File: config.mk
export PLATFORM = sky130hd
export DESIGN_NAME = shift_seq
export DESIGN_NICKNAME = d
export VERILOG_FILES = /design/src/rtl/shift_seq.sv
export SDC_FILE = /design/constraint.sdc
export NUM_CORES = 1
export LEC_CHECK = 0
export BUFFER_PORTS_ARGS = -buffer_cell sky130_fd_sc_hd__buf_2
export CAP_MARGIN = 10
export CORE_MARGIN = 3
export CORE_UTILIZATION = 25
export CTS_CLUSTER_SIZE = 20
export DETAILED_ROUTE_END_ITERATION = 6
export PLACE_DENSITY = 0.52
export SYNTH_ARGS = -nofsm -noshare
export SYNTH_HDL_FRONTEND = slang
export SYNTH_SLANG_ARGS = --single-unit
File: constraint.sdc
create_clock -name clk -period 4.7 [get_ports clk]
set_input_delay 0 -clock clk [delete_from_list [all_inputs] [get_ports clk]]
set_output_delay 0 -clock clk [all_outputs]
set_load 0.005 [all_outputs]
File: src/rtl/shift_seq.sv
// Iterative 16-bit rotate/shift sequencer: one log-stage (8,4,2,1) per cycle, start/busy/done handshake.
// Optional build macro SHIFT_SEQ_SKIP_EN: stages whose count bit is 0 take no cycle.
module shift_seq #(
  parameter int WIDTH = 16,
  parameter int CNT_W = 4
) (
  input  logic             clk,
  input  logic             rst,
  input  logic             start,
  input  logic [WIDTH-1:0] in,
  input  logic [CNT_W-1:0] cnt,
  input  logic [1:0]       op,
  output logic [WIDTH-1:0] out,
  output logic             busy,
  output logic             done,
  output logic             err
);
  localparam int SW = (CNT_W > 1) ? $clog2(CNT_W) : 1;

  typedef enum logic [1:0] {IDLE, SHIFT, DONE} state_t;

  state_t           state, state_nxt;
  logic [WIDTH-1:0] work, stage_res;
  logic [CNT_W-1:0] cnt_q;
  logic [1:0]       op_q;
  logic [SW-1:0]    stg, first_stg, next_stg;
  logic             last_stg, zero_skip;

`ifdef SHIFT_SEQ_SKIP_EN
  logic [CNT_W-1:0] lower;

  // Index of the highest set bit (0 when v is empty).
  function automatic logic [SW-1:0] msb_idx(input logic [CNT_W-1:0] v);
    msb_idx = '0;
    for (int i = 0; i < CNT_W; i++)
      if (v[i]) msb_idx = SW'(i);
  endfunction
`endif

  // One stage of the shifter; amount is 2^stg, fill is wrap (op[0]=0) or zero.
  always_comb begin
    int amt;
    amt       = 1 << stg;
    stage_res = work;
    if (cnt_q[stg]) begin
      if (!op_q[1])
        stage_res = (work << amt) | (op_q[0] ? '0 : (work >> (WIDTH - amt)));
      else
        stage_res = (work >> amt) | (op_q[0] ? '0 : (work << (WIDTH - amt)));
    end
  end

  always_comb begin
`ifdef SHIFT_SEQ_SKIP_EN
    first_stg = msb_idx(cnt);
    zero_skip = (cnt == '0);
    lower     = cnt_q & ((CNT_W'(1) << stg) - CNT_W'(1));
    last_stg  = (lower == '0);
    next_stg  = msb_idx(lower);
`else
    first_stg = SW'(CNT_W - 1);
    zero_skip = 1'b0;
    last_stg  = (stg == '0);
    next_stg  = stg - SW'(1);
`endif
  end

  always_comb begin
    state_nxt = state;
    case (state)
      IDLE, DONE: begin
        if (start) state_nxt = zero_skip ? DONE : SHIFT;
        else       state_nxt = IDLE;
      end
      SHIFT:   if (last_stg) state_nxt = DONE;
      default: state_nxt = IDLE;
    endcase
  end

  always_ff @(posedge clk) begin
    if (rst) begin
      state <= IDLE;
      work  <= '0;
      cnt_q <= '0;
      op_q  <= '0;
      stg   <= '0;
      out   <= '0;
      err   <= 1'b0;
    end else begin
      state <= state_nxt;
      err   <= start && (state == SHIFT);
      case (state)
        IDLE, DONE: begin
          if (start) begin
            work  <= in;
            cnt_q <= cnt;
            op_q  <= op;
            stg   <= first_stg;
            if (zero_skip) out <= in;
          end
        end
        SHIFT: begin
          work <= stage_res;
          stg  <= next_stg;
          if (last_stg) out <= stage_res;
        end
        default: ;
      endcase
    end
  end

  assign busy = (state == SHIFT);
  assign done = (state == DONE);
endmodule
==> impl_metrics.py <==
metrics = {
    "outcome": {
        "status": "finished, final reports clean",
    },
    "critical_path": {
        "critPathKind": "reg2reg",
        "critPathMaxFanout": 16,
        "worst_r2r_startpoint": "stg[0]",
        "worst_ep_arrival_time_ns": 3.56,
        "path_cells": "inv_1, ha_1, buf_4, mux2_2, mux4_2, a22o_1, a31oi_1, nand2b_1, a21oi_1",
        "cpMaxStageDelayCell": "ha_1",
        "worst_setup_path_start_kind": "register",
        "rrSetupSlack_ns": 1.28,
        "endpoint_kind": "register",
        "cp.required_ns": 4.84,
        "ff2ff_path_depth": 9,
        "crit_path_max_incr_delay_ns": 0.67,
        "r2r-end": "work[9]",
    },
    "place": {
        "portBuffers": 43,
        "finalWeightedCongestion": 0.951,
        "hpwlAfterDp_um": 11100,
    },
    "die": {
        "dieArea_um2": 17600,
        "start_util_pct": 25.9,
        "die_h_um": 133,
        "fp-row-count": 45,
        "io_pins": 44,
        "core_area_um2": 15400,
        "die_w_um": 133,
    },
    "synthesis": {
        "yosysUniqueCellTypes": 70,
        "synth_edf_count": 0,
        "ys_ff_latch": 43,
        "ys.flop_type": "dfxtp_1",
        "synthArstFlopShare_pct": 0,
        "synthesis.area_um2": 4000,
        "ys_warn_count": 0,
        "synthCells": 510,
        "synthesis.nets": 541,
        "ys_seq_area_share_pct": 21.5,
        "avgSynthCellArea_um2": 7.85,
    },
    "clock_network": {
        "clock_latency_ns": 0.30,
        "path_clk_slew_ns": 0.06,
        "ctsHtreeMaxLevel": 2,
        "cts_tree": "done",
        "cts_resized": 0,
        "cts_buffers": 5,
        "cts_hold_buffers": 12,
        "root_buffer": "clkbuf_16",
        "cts_buffer_depth": 2,
        "post_cts_buffers": 0,
        "cts_sinks": 43,
    },
    "global_route": {
        "overflow": 0,
        "grt_max_degree": 45,
        "grt_pass1_wl_um": 25100,
        "grt_pass1_vias": 4222,
        "track_usage_pct": 17.9,
        "antenna_found_initial": 0,
    },
    "timing": {
        "finalSetupTns_ns": 0,
        "rsz0062_at_grt": "no",
        "min_period_ns": 3.42,
        "relSlewSlack_pct": 35.6,
        "hold_slack_ns": 0.00548,
        "drv_slew": 0,
        "finalSetupViolCount": 0,
        "hold_viol": 0,
        "tightest_slew_ns": 0.962,
        "timing.final.crit_share_pct": 72.8,
        "max_freq_mhz": 292,
        "clock_skew_ns": 0.00920,
    },
    "detailed_routing": {
        "drc_errors": 0,
        "drt_iter0_markers": 421,
        "vias_per_cell": 5.86,
        "wl_um": 16000,
        "final_antenna_net_count": 0,
        "vias": 4358,
        "post_drt_wl_per_cell_um": 21.5,
        "first_pass_iters": 6,
    },
    "final_layout": {
        "final_cell_mix": "nand2_1 (56), dfxtp_1 (43), buf_2 (43), nor2_1 (38), a21oi_1 (35)",
        "final_common_cell": "nand2_1",
        "antenna_cells": 0,
        "drive_gt1_share_pct": 21.2,
        "fill_cells": 1715,
        "fin_nets": 563,
        "synthToLayoutAreaGrowth_pct": 15.9,
    },
    "hold_path": {
        "worstHoldPathType": "in2reg",
        "min_path_cells": 3,
        "hp-start": "in[11]",
        "whs_endpoint": "work[11]",
    },
    "power": {
        "power.density_nw_per_um2": 323,
        "leakage_uw": 0.00170,
        "peakVddDrop_v": 0.000145,
    },
    "job": {
        "max_cap_viol_count": 0,
    },
}
## through the flow
stage               util (%)  total power [µW]  worst slack, ns  instances  instance area, µm²
global route            30.1              1580             1.04        744                4640
floorplan                  -               893             1.63        510                4000
global placement        28.2              1080             1.31        724                4350
CTS                     30.1              1490             1.31        744                4640
detailed placement      28.2              1070             1.31        724                4350
finish                  30.1              1500             1.28        744                4640
## cells in the mapped netlist (all sizes together) (4+ instances only)
| cell type | instances | share of area (%) |
|---|---|---|
| ha | 6 | 1.9 |
| a311oi | 4 | 1.0 |
| nor3 | 18 | 2.3 |
| nor2 | 38 | 3.6 |
| mux4 | 10 | 5.6 |
| a22oi | 13 | 2.4 |
| dfxtp | 43 | 22 |
| mux2i | 33 | 8.3 |
| buf | 18 | 2.9 |
| clkbuf | 37 | 3.5 |
| nor2b | 6 | 0.94 |
| and3 | 4 | 0.63 |
| a31oi | 10 | 1.6 |
| nand3 | 10 | 1.3 |
| a21oi | 35 | 4.4 |
| and2 | 5 | 0.78 |
| o211ai | 5 | 0.94 |
| a211oi | 15 | 2.8 |
| mux2 | 23 | 6.5 |
| a31o | 4 | 0.88 |
| a2111oi | 10 | 2.6 |
| inv | 11 | 1.0 |
| or3 | 7 | 1.1 |
| nand2b | 10 | 1.6 |
| o21ai | 16 | 2.0 |
| nand3b | 7 | 1.3 |
| nand2 | 56 | 5.3 |
| o22ai | 7 | 1.1 |
## flip-flops by register name, summed over array words and instances (netlist names)
signal  cells
out        16
work       16
cnt_q       4
err         1
stg         2
state       2
op_q        2
## kinds of logic (layout without fill, tap and decap cells)
family                     Yosys count  in the layout  share of synthesized area, %
adders and majority gates            6              6                          1.88
buffers and inverters               67             90                          7.56
DFF                                 43             43                          21.5
and+or+nand+nor                    170            170                          20.4
xor gates and xnor gates             1              1                         0.219
muxes                               66             66                          20.4
AOI/OAI and AO/OA                  157            157                          28.1
## layer usage
| metal | global-route usage (%) | part of all wire, % | vias to the layer above |
|---|---|---|---|
| met4 | 6.58 | 3.1 | 0 |
| met2 | 26.6 | 44 | 264 |
| met3 | 4.64 | 9.9 | 46 |
| met1 | 24.8 | 43 | 2078 |
| li1 | - | - | 1970 |
| met5 | 0 | 0 | - |
## report_power, final
part / internal [µW] / leakage, µW / switching [µW]
logic: 251 / 0.00127 / 393
registers: 393 / 0.000353 / 54.4
clock network: 251 / 0.0000838 / 156
## worst max-delay path, delay by kind of cell, from the launching register on
family / cells / cell delay [ns]
compound gates: 3 / 0.61
fa+ha+maj: 1 / 0.67
simple gates: 1 / 0.16
flops: 1 / 0.35
buf+inv: 2 / 0.53
mux: 2 / 0.95
## how the worst max path moves through the flow
| stage | end | from | depth (start not counted) |
|---|---|---|---|
| finish | work[9] | stg[0] | 9 |
| global route | work[4] | stg[0] | 8 |
| CTS | work[0] | stg[0] | 8 |
| detailed placement | work[0] | stg[0] | 8 |
| global placement | work[0] | stg[0] | 8 |
| floorplan | work[0] | stg[1] | 13 |
## cell type report
type                            count  area (µm²)  area share, %
Clock buffer                        5         125           2.70
Clock inverter                      3        43.8          0.944
Inverter                           12        45.0          0.971
Multi-Input combinational cell    400        2850           61.5
Sequential cell                    43         861           18.5
Tap cell                          211         264           5.69
Timing Repair Buffer               70         448           9.65
(Power assumes the default switching activity.)
